--- src/rtl/tracker_clk_monitor_if.sv ---
// tracker_clk_monitor_if: monitored clock, control and measurement results of tracker_clk_monitor.
interface tracker_clk_monitor_if #(
    parameter int CNT_W = 16
);
    logic             monclk;
    logic             enable;
    logic             fault_clr;
    logic [CNT_W-1:0] edge_count;
    logic             count_valid;
    logic             in_range;
    logic             locked;
    logic             fault;
    logic             stuck;

    modport master (
        output monclk, enable, fault_clr,
        input  edge_count, count_valid, in_range, locked, fault, stuck
    );

    modport slave (
        input  monclk, enable, fault_clr,
        output edge_count, count_valid, in_range, locked, fault, stuck
    );
endinterface

--- src/rtl/tracker_clk_monitor.sv ---
// tracker_clk_monitor: gated edge-count frequency and lock monitor for the tracker PLL clock.
// Define TRACKER_CLK_MON_STUCK_EN to build the no-edge (STUCK) timeout.
module tracker_clk_monitor #(
    parameter int GATE_CYCLES  = 1200,
    parameter int EXPECT_EDGES = 100,
    parameter int TOL          = 2,
    parameter int LOCK_COUNT   = 4,
    parameter int CNT_W        = 16
`ifdef TRACKER_CLK_MON_STUCK_EN
    ,
    parameter int STUCK_CYCLES = 64
`endif
) (
    input  logic                 referenceclk,
    input  logic                 reset,
    tracker_clk_monitor_if.slave mon
);
    localparam int GW = $clog2(LOCK_COUNT + 1);

    typedef enum logic [1:0] {IDLE, MEASURE, EVAL} state_t;

    state_t           state, state_nx;
    logic             s1, s2, s3, edge_p;
    logic [CNT_W-1:0] gate_cnt, edge_cnt, edge_nx, dev;
    logic [GW-1:0]    good_cnt;
    logic             last_gate, eval, abort, win_ok, lock_clr, fault_set, stuck_hit;

    always_ff @(posedge referenceclk or posedge reset)
        if (reset) {s1, s2, s3} <= 3'b000;
        else       {s1, s2, s3} <= {mon.monclk, s1, s2};

    assign edge_p = s2 & ~s3;

    always_ff @(posedge referenceclk or posedge reset)
        if (reset) state <= IDLE;
        else       state <= state_nx;

    always_comb begin
        last_gate = gate_cnt == CNT_W'(GATE_CYCLES - 1);
        eval      = state == EVAL;
        abort     = state == MEASURE && !mon.enable;
        state_nx  = state == MEASURE ? (!mon.enable ? IDLE : last_gate ? EVAL : MEASURE)
                                     : (mon.enable ? MEASURE : IDLE);
        // An edge seen during EVAL opens the next window's count
        edge_nx   = state == MEASURE && !abort ? edge_cnt + CNT_W'(edge_p && edge_cnt != '1)
                  : eval && mon.enable         ? CNT_W'(edge_p) : '0;
        dev       = edge_cnt >= CNT_W'(EXPECT_EDGES) ? edge_cnt - CNT_W'(EXPECT_EDGES)
                                                     : CNT_W'(EXPECT_EDGES) - edge_cnt;
        win_ok    = dev <= CNT_W'(TOL);
        lock_clr  = (eval && !win_ok) || abort || stuck_hit;
        fault_set = mon.locked && ((eval && !win_ok) || stuck_hit);
    end

    always_ff @(posedge referenceclk or posedge reset)
        if (reset) begin
            gate_cnt        <= '0;
            edge_cnt        <= '0;
            good_cnt        <= '0;
            mon.edge_count  <= '0;
            mon.count_valid <= 1'b0;
            mon.in_range    <= 1'b0;
            mon.locked      <= 1'b0;
            mon.fault       <= 1'b0;
        end else begin
            gate_cnt        <= state == MEASURE && state_nx == MEASURE ? gate_cnt + CNT_W'(1) : '0;
            edge_cnt        <= edge_nx;
            mon.count_valid <= eval;
            if (eval) begin
                mon.edge_count <= edge_cnt;
                mon.in_range   <= win_ok;
            end
            good_cnt   <= lock_clr ? '0
                        : eval && good_cnt != GW'(LOCK_COUNT) ? good_cnt + GW'(1) : good_cnt;
            mon.locked <= lock_clr ? 1'b0
                        : eval && good_cnt >= GW'(LOCK_COUNT - 1) ? 1'b1 : mon.locked;
            // A new loss of lock wins over a simultaneous clear request
            mon.fault  <= fault_set | (mon.fault & ~mon.fault_clr);
        end

`ifdef TRACKER_CLK_MON_STUCK_EN
    localparam int SW = $clog2(STUCK_CYCLES + 1);

    logic [SW-1:0] idle_cnt;

    assign stuck_hit = state == MEASURE && mon.enable && !edge_p && idle_cnt == SW'(STUCK_CYCLES - 1);

    always_ff @(posedge referenceclk or posedge reset)
        if (reset) begin
            idle_cnt  <= '0;
            mon.stuck <= 1'b0;
        end else begin
            idle_cnt  <= edge_p || !mon.enable || state == IDLE ? '0
                       : state == MEASURE && idle_cnt != SW'(STUCK_CYCLES) ? idle_cnt + SW'(1) : idle_cnt;
            mon.stuck <= stuck_hit ? 1'b1 : edge_p || !mon.enable ? 1'b0 : mon.stuck;
        end
`else
    assign stuck_hit = 1'b0;
    assign mon.stuck = 1'b0;
`endif
endmodule

--- src/flat_wrapper.sv ---
// flat-port wrapper written by rule: the top's interface ports become plain ports
module tracker_clk_monitor_flat 
#(
    parameter int GATE_CYCLES  = 1200,
    parameter int EXPECT_EDGES = 100,
    parameter int TOL          = 2,
    parameter int LOCK_COUNT   = 4,
    parameter int CNT_W        = 16

)
  (referenceclk, reset, mon_monclk, mon_enable, mon_fault_clr, mon_edge_count, mon_count_valid, mon_in_range, mon_locked, mon_fault, mon_stuck);
  tracker_clk_monitor_if #(.CNT_W(CNT_W)) mon_i ();
  input  logic referenceclk;
  input  logic reset;
  input wire logic [$bits(mon_i.monclk)-1:0] mon_monclk;
  input wire logic [$bits(mon_i.enable)-1:0] mon_enable;
  input wire logic [$bits(mon_i.fault_clr)-1:0] mon_fault_clr;
  output wire logic [$bits(mon_i.edge_count)-1:0] mon_edge_count;
  output wire logic [$bits(mon_i.count_valid)-1:0] mon_count_valid;
  output wire logic [$bits(mon_i.in_range)-1:0] mon_in_range;
  output wire logic [$bits(mon_i.locked)-1:0] mon_locked;
  output wire logic [$bits(mon_i.fault)-1:0] mon_fault;
  output wire logic [$bits(mon_i.stuck)-1:0] mon_stuck;
  assign mon_i.monclk = mon_monclk;
  assign mon_i.enable = mon_enable;
  assign mon_i.fault_clr = mon_fault_clr;
  assign mon_edge_count = mon_i.edge_count;
  assign mon_count_valid = mon_i.count_valid;
  assign mon_in_range = mon_i.in_range;
  assign mon_locked = mon_i.locked;
  assign mon_fault = mon_i.fault;
  assign mon_stuck = mon_i.stuck;
  tracker_clk_monitor #(.GATE_CYCLES(GATE_CYCLES), .EXPECT_EDGES(EXPECT_EDGES), .TOL(TOL), .LOCK_COUNT(LOCK_COUNT), .CNT_W(CNT_W)) u_core (.referenceclk(referenceclk), .reset(reset), .mon(mon_i));
endmodule
--- config.mk ---
export PLATFORM = sky130hd
export DESIGN_NAME = tracker_clk_monitor_flat
export DESIGN_NICKNAME = d
export VERILOG_FILES = /design/src/rtl/tracker_clk_monitor_if.sv /design/src/rtl/tracker_clk_monitor.sv /design/src/flat_wrapper.sv
export SDC_FILE = /design/constraint.sdc
export NUM_CORES = 1
export LEC_CHECK = 0
export ABC_CLOCK_PERIOD_IN_PS = 4000
export CAP_MARGIN = 20
export CORE_MARGIN = 2
export CORE_UTILIZATION = 63
export CTS_CLUSTER_DIAMETER = 80
export DETAILED_ROUTE_END_ITERATION = 10
export PLACE_DENSITY = 0.86
export SYNTH_ARGS = -nofsm -noshare
export SYNTH_HDL_FRONTEND = slang
export SYNTH_SLANG_ARGS = --single-unit
--- constraint.sdc ---
create_clock -name referenceclk -period 4 [get_ports referenceclk]
set_input_delay 0.6 -clock referenceclk [delete_from_list [all_inputs] [get_ports referenceclk]]
set_output_delay 0.6 -clock referenceclk [all_outputs]
set_load 0.01 [all_outputs]
Word-level counts from Yosys, hierarchy flattened
Index checks and enable logic that the tools add are counted.

$add $sub $neg: 5. Order comparisons: 3. Eq/ne operators: 6. Muxes and demuxes: 12. Bitwise gates (word level): 5. Reduce and logical (&&, ||, !) cells: 15.

Operators with widths (count): 16-bit two-way mux (3); 16-bit by 1-bit adder with 16-bit output (1); 16-bit by 1-bit adder with 16-bit output, second input constant (1); 16-bit by 11-bit == test with 1-bit output, second input constant (1); 16-bit by 7-bit greater-or-equal comparator with 1-bit output, second input constant (1); 16-bit by 2-bit <= comparator with 1-bit output, second input constant (1); 16-bit != test, second input constant (1); 16-bit by 7-bit subtractor with 16-bit output, second input constant (1); 7-bit by 16-bit subtractor with 16-bit output, first input constant (1); 1-bit logical AND (9); 2-bit two-way mux (3); 3-bit two-way mux (2); 2-bit by 1-bit == test with 1-bit output, second input constant (2); 1-bit two-way mux (4); 2-bit nonzero test (2); 3-bit by 1-bit adder with 3-bit output, second input constant (1); 3-bit by 2-bit greater-or-equal comparator with 1-bit output, second input constant (1); 1-bit zero test (3); 3-bit != test, second input constant (1); 1-bit AND (2); 2-bit == test, second input constant (1); 1-bit inverter (2); 1-bit logical OR (1); 1-bit OR (1).

Flip-flop bits (word level): 60. Bits of input ports: 5. Output and inout bits: 21. Word-level logic and storage cells: 58.

Longest topological paths before layout
Depth in word-level cells: 7. Gate-level depth with buffers: 12. Mapped depth without buffers: 11.

Worst setup path before layout
Ideal clock, no wire load.

Path type: register to register. Start: reg u_core.edge_cnt[8]. End: reg u_core.edge_cnt[10]. Library setup time: 0.078 ns. Arrival time: 2.470 ns. Required time: 3.922 ns. Slack: 1.452 ns. Stages on the path, launching flop included: 13. Path buffers: 2. Clock period less this slack: 2.548 ns. Cells stage by stage: dfrtp_1 -> clkbuf_1 -> and3_1 -> and3_1 -> nand3_1 -> o31a_1 -> ha_1 -> ha_1 -> nand2_1 -> or3_1 -> clkbuf_1 -> or3_1 -> a21oi_1.

Cells in the longest elaborated chain, start to end: 4.

Ends and longest elaborated chain: from (decl) (RTL line tracker_clk_monitor.sv:24) `logic [CNT_W-1:0] gate_cnt, edge_cnt, edge_nx, dev;`; from (signal assigned) (RTL line tracker_clk_monitor.sv:66) `edge_cnt <= edge_nx;`; 16-bit != test (RTL line tracker_clk_monitor.sv:45) `edge_nx = state == MEASURE && !abort ? edge_cnt + CNT_W'(edge_p && edge_cnt != '1)`; 1-bit logical AND (RTL line tracker_clk_monitor.sv:45); 16-bit by 1-bit adder with 16-bit output * (RTL line tracker_clk_monitor.sv:45); 16-bit two-way mux * (RTL line tracker_clk_monitor.sv:45); net u_core.edge_nx[10] (RTL line tracker_clk_monitor.sv:24).

Mark *: on every way through the listed nets, which the timed path passes. The rest lies on a longest branch. A chain may end at the register's enable or synchronous reset.

Worst setup path after layout
Start: reg u_core.edge_cnt[2]. End: reg u_core.mon.fault.

Cells in the longest elaborated chain, start to end: 7. Elaborated cells on any way between the ends: 9. Those cells by class: add/sub: 2; order compare: 2; mux: 1; bitwise: 1; reduce/logical: 3.

Ends and longest elaborated chain: 7-bit by 16-bit subtractor with 16-bit output, or another cell as far along (RTL line tracker_clk_monitor.sv:48) `: CNT_W'(EXPECT_EDGES) - edge_cnt;`; 16-bit two-way mux * (RTL line tracker_clk_monitor.sv:47) `dev = edge_cnt >= CNT_W'(EXPECT_EDGES) ? edge_cnt - CNT_W'(EXPECT_EDGES)`; 16-bit by 2-bit <= comparator with 1-bit output * (RTL line tracker_clk_monitor.sv:49) `win_ok = dev <= CNT_W'(TOL);`; 1-bit zero test * (RTL line tracker_clk_monitor.sv:51) `fault_set = mon.locked && ((eval && !win_ok) || stuck_hit);`; 1-bit logical AND * (2 in a row) (RTL line tracker_clk_monitor.sv:51); 1-bit OR * (RTL line tracker_clk_monitor.sv:77) `mon.fault <= fault_set | (mon.fault & ~mon.fault_clr);`; to (signal assigned) (RTL line tracker_clk_monitor.sv:77); to (decl) (RTL line tracker_clk_monitor_if.sv:22) `output edge_count, count_valid, in_range, locked, fault, stuck`.

Mark *: on every way between the ends. The rest lies on a longest branch, timed or not.

==> summary.md <==
| Metric | Value |
|---|---|
| Status | `finished clean` |
| Leak Pwr | `about 1.6 nW` |
| Core ar. | `around 5000 sq um` |
| Cell area power density | `331 nW/um^2` |
| Worst path required time | `between 4 and 5 ns` |
| Worst path max stage delay | `0.53 ns` |
| DRT Pass-1 Iters | `5` |
| Mapped Nets | `372` |
| Cells after synthesis | `354` |
| Peak supply drop | `0.000267 V` |
| CTS tree | `yes` |
| Post-synthesis async set-or-reset flop share | `1.00` |
| Worst setup SP type | `register` |
| Critical path type | `register to register` |
| Post-synth top cells | `dfrtp_1, nand2_1, nor2_1` |
| Vias in the first global route | `2563` |
| Initial core utilization | `0.644` |
| Final layout net count | `394` |
| Die Width | `75.8 microns` |
| # DRC | `0` |
| Reg-to-reg startpoint | `u_core.edge_cnt[2]$_DFF_PP0_` |
| CTS sink cnt | `60` |
| Sequential area share after synthesis | `0.462` |
| Setup violators final | `0` |
| H-tree depth | `3` |
| Pin count of the biggest net entering global routing | `40` |
| Worst hold-check path type | `register to register` |
| Dpl hpwl | `approximately 5.2 mm` |
| Row cnt | `26` |
| GRT met1 Usage | `0.327` |
| CTS resizes | `0` |
| Total track usage | `0.274` |
| # IOs | `26` |
| Netlist cell types | `53` |
| Final ANT Viol Nets | `0` |
| WL per Instance | `16.0 microns` |
| Die height | `between 70 and 80 microns` |
| Area Overhead vs Synth | `15.3%` |
| Die ar. | `5750 sq um` |
| Most common cell in the netlist | `dfrtp_1` |
| Layout cell share with drive strength beyond 1 | `0.0761` |
| Cts hold-fix bufs | `0` |
| DRT iter0 DRCs | `220` |
| Yosys Warn Count | `0` |
| Pwr Total | `1.24 mW` |
| Clk buf depth | `2` |
| Ant. Diodes | `0` |
| First-pass GRT wire length | `11.8 mm` |
| Final std cell area, no fill | `between 3000 and 4000 sq um` |
| Final Hold Fails | `0` |
| Worst Path Arrival | `3.08 ns` |
| Routability Congestion | `0.990` |
| Clock Latency Late Sink | `~0.33 ns` |
| Setup WS post-layout | `~1.1 ns` |
| Synthesized area | `3250 sq um` |
| Slew HR | `0.467` |
| Most Crowded Layer GR | `met2` |
| FMAX | `about 0.35 GHz` |
| Setup Skew | `0.00646 ns` |
| Yosys top cell area share | `0.462` |
| Crit-path slowest cell | `dfrtp_1` |
| Final Critical Period | `between 2 and 3 ns` |
| RSZ-0062 raised after global routing | `no` |
| Critical path's top delay family | `compound AO/OA/AOI/OAI gates` |
| Ranking of synthesized cells by area | `dfrtp_1, nand2_1, ha_1` |
| CTS Buf Count | `9` |
| CP max FO | `9` |
| Dpl ws | `1.21 ns` |
| Avg Inst Size Synth | `9.18 sq um` |
| Vias post-DR | `2658` |
| Initial antenna violation count | `0` |
| Crit path cell chain | `inv_1 -> ha_1 -> a21oi_1 -> nor4b_1 -> nor3_1 -> o31a_1 -> a2111oi_4 -> nand3_1 -> a32o_1` |
| Clk root buf | `clkbuf_8` |
| Tcrit/Tclk final | `0.716` |
| Grt met3 use | `0.0437` |
| Slew Viols, Final | `0` |
| GRT overflow | `0` |
| Worst Min Path Start | `u_core.s1$_DFF_PP0_` |
| Final TNS setup | `0 ns` |
| Clock transition at path regs | `0.07 ns` |
| CP Launch Point | `u_core.edge_cnt[2]$_DFF_PP0_` |
| Worst-margin pin slew | `0.792 ns` |
| Top FF cell, synth | `dfrtp_1` |
| Worst path bufs/invs | `1` |
| Max-cap violations | `0` |
| Buffers on Ports | `24` |
| M2 GR Usage | `0.494` |
| Post-Route WL | `7.23 mm` |
| Vias per cell | `5.89` |
| Number of flops mapped to enable cells by yosys | `0` |
| Dpl cell area | `3530 sq um` |
| Crit. End Element | `register` |
| Post-CTS setup buffer count | `0` |
| Yosys top cell by area | `dfrtp_1` |
| Yosys reg bits | `60` |
==> where the power goes <==
| group | internal (mW) | switching (mW) |
|---|---|---|
| logic | 0.00977 | 0.0243 |
| registers | 0.610 | 0.00198 |
| clock network | 0.348 | 0.244 |
| total | 0.968 | 0.270 |
==> layout make-up <==
cell class	instances	area (sq um)
fill	374	1300
multi-input combinational	263	1630
clock inverter	7	91.3
sequential	60	1500
timing repair buffer	26	255
tap	70	87.6
clock buffer	9	124
inverter	16	60.1
==> cell usage in the layout, fill, tap and decap left out, types with 4 or more instances in the layout <==
master            n
nand2_1          59
nand4_1           8
and3_1            7
inv_1            14
nand3_1           6
a21oi_1          15
dfrtp_1          60
ha_1             13
clkbuf_8          9
xor2_1           13
or3_1            11
nor2b_1           4
nor2_1           36
o21ai_0          20
clkdlybuf4s50_1  24
and2_1            4
nor3_1            4
nor3b_1           4
xnor2_1          10
==> path summary, 6_finish.rpt <==
check | end | slack, ns | cells past startpoint
setup reg to reg | u_core.mon.fault$_DFF_PP0_ | 1.14 | 9
min in group asynchronous | u_core.mon.edge_count[8]$_DFFE_PP0P_ | 0.73 | 2
hold / removal | u_core.s2$_DFF_PP0_ | 0.35 | 0
hold reg to reg | u_core.s2$_DFF_PP0_ | 0.35 | 0
max in group asynchronous | u_core.gate_cnt[2]$_DFF_PP0_ | 2.48 | 3
setup / recovery | u_core.mon.fault$_DFF_PP0_ | 1.14 | 9
==> per-stage QoR <==
| step | instances | hold slack [ns] | utilization |
|---|---|---|---|
| finish | 451 | 0.354 | 0.743 |
| global route | 451 | 0.360 | 0.743 |
| CTS | 451 | 0.356 | 0.743 |
| detailed placement | 435 | 0.341 | 0.700 |
| global placement | 435 | 0.335 | 0.700 |
| floorplan | 354 | 0.331 | - |
==> flip-flops by register name, indices dropped and copies added, names as in the netlist <==
| register | flops |
|---|---|
| u_core.edge_cnt | 16 |
| u_core.good_cnt | 3 |
| u_core.s2 | 1 |
| u_core.mon.locked | 1 |
| u_core.mon.edge_count | 16 |
| u_core.mon.count_valid | 1 |
| u_core.s3 | 1 |
| u_core.gate_cnt | 16 |
| u_core.state | 2 |
| u_core.mon.fault | 1 |
| u_core.mon.in_range | 1 |
| u_core.s1 | 1 |
==> worst register-to-register path: stages (launching register included) <==
cell,delay (ns)
dfrtp_1,0.53
inv_1,0.21
ha_1,0.25
a21oi_1,0.20
nor4b_1,0.35
nor3_1,0.14
o31a_1,0.29
a2111oi_4,0.35
nand3_1,0.15
a32o_1,0.28
==> cell families (layout without fill, tap and decap cells) <==
| logic type | after synthesis | after routing | synth area share |
|---|---|---|---|
| DFF | 60 | 60 | 0.462 |
| muxes | 1 | 1 | 0.00308 |
| and+or+nand+nor | 162 | 162 | 0.253 |
| adders and majority gates | 13 | 13 | 0.0501 |
| AOI/OAI and AO/OA | 63 | 63 | 0.131 |
| other | 1 | 1 | 0.00115 |
| buffers and inverters | 31 | 58 | 0.0374 |
| xor gates and xnor gates | 23 | 23 | 0.0620 |
==> routing by layer <==
layer  wire, microns  vias up
li1                -     1268
met2            3730      100
met5               0        -
met1            2990     1273
met4             136        0
met3             383       17
Note: power is estimated with default switching activity, not from simulation.
==> variant 1: new RTL, same settings <==
The option `TRACKER_CLK_MON_STUCK_EN` is turned on by a define.
--- a/src/rtl/tracker_clk_monitor.sv
+++ b/src/rtl/tracker_clk_monitor.sv
@@ -1,4 +1,6 @@
 // tracker_clk_monitor: gated edge-count frequency and lock monitor for the tracker PLL clock.
 // Define TRACKER_CLK_MON_STUCK_EN to build the no-edge (STUCK) timeout.
+`define TRACKER_CLK_MON_STUCK_EN
+
 module tracker_clk_monitor #(
     parameter int GATE_CYCLES  = 1200,
Behaviour: no difference found for any inputs over 10 cycles, from zero or initial values and one cycle with reset high; that may be too few to reach the edited logic, so the function may still have changed.
==> variant 1 against the original RTL <==
Synthesized cell count is 15% higher. Die area grew 13%. Count of clock-buffer cells in the layout up 2. Critical path type unchanged. Setup slack better by 86 ps. Design area up 12%. Routed wire length is 9.2% higher. Total power is 9.2% higher. Critical endpoint is now u_core.good_cnt[1]. Sequential cell count increased by 8. Via count grew 15%. Synthesized area increased by 14%.
==> variant 1: results (changes against the original RTL) <==
metric;value;unit;change
crit_path_max_fanout;12;;was 9
p_leak;1.853;nW;was 1.638 nW
cp_slowest_cell;dfrtp_1;;unchanged
largest_registers;u_core.edge_cnt: 16 flops, u_core.gate_cnt: 16 flops, u_core.mon.edge_count: 16 flops;;unchanged
synth.distinct_cells;54;;was 53
hold_path.class;register to register;;unchanged
cts_max_level;3;;unchanged
cts_inserted_buffers;9;;unchanged
clockBufferDepth;2;;unchanged
grt_max_degree;56;;was 40
timing.hold.ws;355.2;ps;was 353.8 ps
fin_crit_sh;69.41;%;was 71.57%
drive_gt1_share;6.697;%;was 7.612%
setup_viol;0;;unchanged
placed_cells;488;;was 435
grt_pass1_wl;13790;um;was 11760 um
drt_iter0_drc;296;;was 220
hpwlAfterDp;5507;um;was 5189 um
gp_congestion;0.9381;;was 0.9895
syn-num-nets;427;;was 372
dr.pass1.iters;5;;unchanged
antenna_found_initial;0;;unchanged
tightestPinTransition;604.3;ps;was 791.9 ps
root_buffer;clkbuf_8;;unchanged
portBuffers;25;;was 24
ys_warn_count;0;;unchanged
synth_common_cells;dfrtp_1, nand2_1, nor2_1;;unchanged
slowest_delay;590;ps;was 530 ps
reg2reg_slack;1220;ps;was 1140 ps
detail_route.wl_per_cell;15.65;um;was 16.04 um
dpl_cell_area;0.003959;mm^2;was 0.003530 mm^2
seq_area;0.001702;mm^2;was 0.001501 mm^2
fin_nets;448;;was 394
pre_cts_ws;1280;ps;was 1212 ps
critical_path_arrival;2990;ps;was 3080 ps
post-cts-setup-buffers;0;;unchanged
wirelength;7902;um;was 7234 um
synth_top_cells_by_area;dfrtp_1, nand2_1, ha_1;;unchanged
vdd_drop_max;0.0002400;V;was 0.0002666 V
status;complete, no violations;;unchanged
viasPerCell;6.046;;was 5.894
syn_area_per_cell;9.060;um^2;was 9.175 um^2
ys_seq_area_share;46.15;%;was 46.22%
num-fill-cells;401;;was 374
clk_pin_slew;70;ps;about the same
track_usage;28.11;%;was 27.44%
grt_pass1_vias;2989;;was 2563
finalClockSkew;7.787;ps;was 6.457 ps
variant 1: area by class of cell:
type                            count  share of cell area (%)
Clock buffer                       11                   3.370
Clock inverter                      5                   1.789
Inverter                           18                   1.610
Multi-Input combinational cell    303                   43.72
Sequential cell                    68                   40.56
Tap cell                           72                   2.147
Timing Repair Buffer               28                   6.800
variant 1: power breakdown:
| group | switching [mW] | leakage [nW] | internal [mW] |
|---|---|---|---|
| Combinational | 0.0315 | 0.800 | 0.0142 |
| Clock | 0.248 | 0.113 | 0.365 |
| Sequential | 0.00311 | 0.939 | 0.691 |
| Total | 0.282 | 1.85 | 1.07 |
variant 1: critical path, delay by kind of cell, from the launching register on:
kind,cells,cell delay [ps]
simple gates,5,880
compound gates,2,740
flops,1,590
fa+ha+maj,1,270
buf+inv,1,170
variant 1: cell families after synthesis:
family | share of synthesized area, %
simple gates | 24.77
fa+ha+maj | 5.090
xor+xnor | 7.601
buf+inv | 4.106
compound gates | 11.74
flops | 46.15
mux | 0.5429
variant 1: worst paths after layout:
path                               startpoint                   to  depth (start not counted)
min                                 u_core.s1            u_core.s2                          0
max in group asynchronous               reset  u_core.edge_cnt[14]                          3
min reg2reg                         u_core.s1            u_core.s2                          0
min in group asynchronous               reset   u_core.gate_cnt[7]                          2
max                        u_core.edge_cnt[2]   u_core.good_cnt[1]                          9
max reg2reg                u_core.edge_cnt[2]   u_core.good_cnt[1]                          9
variant 1: per-layer routing:
layer	GRT usage, %	up-vias	wire [um]
met2	44.42	114	3746
met1	35.42	1457	3496
met5	0	-	0
met4	15.42	0	312
met3	6.854	33	347
li1	-	1449	-
==> variant 2: new RTL, same flow settings <==
Without the edit above. Re-encode `state_t` (3 states) as one-hot, 3 bits wide.
--- a/src/rtl/tracker_clk_monitor.sv
+++ b/src/rtl/tracker_clk_monitor.sv
@@ -18,5 +18,5 @@
     localparam int GW = $clog2(LOCK_COUNT + 1);
 
-    typedef enum logic [1:0] {IDLE, MEASURE, EVAL} state_t;
+    typedef enum logic [2:0] {IDLE = 3'b001, MEASURE = 3'b010, EVAL = 3'b100} state_t;
 
     state_t           state, state_nx;
Formal check against the unedited RTL: same outputs for any inputs over 10 cycles, from zero or initial values and one cycle with reset high; not proved beyond that.
==> variant 2 against the original RTL <==
Synthesized area increased by 1.6%. Via count increased by 1.4%. Total power is 5.6% lower. Design area is 0.20% lower. Sequential power is 3% higher. Critical path type unchanged. Largest cell class unchanged. Routed wire length up 0.21%. Sequential cell count rose by 1. Setup slack worse by 320 ps.
==> variant 2: results (changes against the original RTL) <==
metric;value;unit;change
status;complete, no violations;;unchanged
route.met3.wl;402;um;was 383 um
vdd_drop_max;0.0002368;V;was 0.0002666 V
antenna_found_initial;0;;unchanged
dr.pass1.iters;5;;unchanged
syn-num-nets;383;;was 372
synth-compound-area-share;12.55;%;was 13.06%
root_buffer;clkbuf_8;;unchanged
num-fill-cells;394;;was 374
cp_slowest_cell;or4_4;;was dfrtp_1
gp_congestion;0.9252;;was 0.9895
synth_top_cells_by_area;dfrtp_1, nand2_1, ha_1;;unchanged
met2WireLength;3390;um;was 3728 um
finalClockSkew;4.939;ps;was 6.457 ps
reg2reg_depth;9;;unchanged
cts_inserted_buffers;9;;unchanged
viasPerCell;5.899;;was 5.894
synth.distinct_cells;54;;was 53
crit_family;simple AND/OR/NAND/NOR gates;;was compound AO/OA/AOI/OAI gates
track_usage;26.98;%;was 27.44%
r2r-end;u_core.good_cnt[1];;was u_core.mon.fault
hpwlAfterDp;5054;um;was 5189 um
syn_area_per_cell;9.039;um^2;was 9.175 um^2
p_leak;1.631;nW;was 1.638 nW
detail_route.wl_per_cell;15.86;um;was 16.04 um
drive_gt1_share;6.460;%;was 7.612%
portBuffers;24;;unchanged
grt_max_degree;32;;was 40
synth_xor_area_share;6.371;%;was 6.202%
reg2reg_slack;820;ps;was 1140 ps
clockBufferDepth;2;;unchanged
largest_registers;u_core.edge_cnt: 16 flops, u_core.gate_cnt: 16 flops, u_core.mon.edge_count: 16 flops;;unchanged
drt_iter0_drc;268;;was 220
fin_nets;401;;was 394
dpl_cell_area;0.003561;mm^2;was 0.003530 mm^2
synthAdderAreaFrac;4.930;%;was 5.008%
ys_seq_area_share;46.30;%;was 46.22%
route.vias.total;2696;;was 2658
synth_mux_area_share;0.6068;%;was 0.3082%
reg2reg_from;u_core.edge_cnt[1];;was u_core.edge_cnt[2]
grt_pass1_vias;2696;;was 2563
synth_common_cells;nand2_1, dfrtp_1, nor2_1;;was dfrtp_1, nand2_1, nor2_1
critical_path_arrival;3410;ps;was 3080 ps
wl_met1;3264;um;was 2986 um
placed_cells;442;;was 435
clk_latency;340;ps;
slew_headroom;58.63;%;was 46.72%
grt_pass1_wl;12540;um;was 11760 um
crit_path_max_fanout;8;;was 9
## variant 2: changes by cell type after synthesis, sizes merged, moves of 3 or more
cell	before	now
o41ai	1	4
buf	2	6
o21ai	23	20
nor2	36	39
o21bai	0	4
nand2	59	62
nor3b	4	1
## variant 2: how the worst max path moves through the flow
stage / startpoint / to / slack (ps) / cells past startpoint
after global routing: u_core.edge_cnt[1] / u_core.mon.locked / 650 / 9
after floorplan: u_core.edge_cnt[1] / u_core.good_cnt[1] / 1130 / 9
after global placement: u_core.edge_cnt[1] / u_core.mon.locked / 1030 / 9
after CTS: u_core.edge_cnt[1] / u_core.good_cnt[1] / 820 / 9
final: u_core.edge_cnt[1] / u_core.good_cnt[1] / 820 / 9
after detailed placement: u_core.edge_cnt[1] / u_core.mon.locked / 870 / 9
## variant 2: per-layer routing
| layer | track usage, % | vias up |
|---|---|---|
| met4 | 14.55 | 0 |
| met5 | 0 | - |
| met1 | 36.37 | 1292 |
| li1 | - | 1282 |
| met3 | 4.502 | 22 |
| met2 | 42.04 | 100 |
## variant 2: logic make-up (layout without fill, tap and decap cells)
logic type               after synthesis  count (layout)
AO/OA/AOI/OAI                         62              62
XOR/XNOR                              24              24
adder cells (fa/ha/maj)               13              13
buffers and inverters                 35              57
flip-flops                            61              61
multiplexers                           2               2
other                                  1               1
AND/OR/NAND/NOR                      167             167
## variant 2: stage by stage
| step | util [%] | setup slack, ps | hold slack [ps] | power [mW] |
|---|---|---|---|---|
| after floorplan | - | 1132 | 331.2 | 0.6671 |
| after global placement | 70.17 | 1026 | 333.2 | 0.6868 |
| after detailed placement | 70.17 | 874.2 | 343.4 | 0.6884 |
| after CTS | 73.64 | 822.7 | 357.8 | 1.178 |
| after global routing | 73.64 | 653.7 | 366.7 | 1.209 |
| final | 73.64 | 816.1 | 355.3 | 1.169 |
## variant 2: layout make-up
| class | instances | area, um^2 | share of cell area [%] |
|---|---|---|---|
| Tap cell | 70 | 87.58 | 2.343 |
| Clock inverter | 3 | 21.27 | 0.5691 |
| Timing Repair Buffer | 27 | 262.8 | 7.030 |
| Multi-Input combinational cell | 269 | 1627 | 43.52 |
| Clock buffer | 12 | 155.1 | 4.151 |
| Inverter | 15 | 56.30 | 1.507 |
| Sequential cell | 61 | 1528 | 40.88 |
## variant 2: power by group
part,internal [mW],switching [mW]
Clock,0.255,0.237
Sequential,0.625,0.00501
Combinational,0.0178,0.0288
Total,0.898,0.271
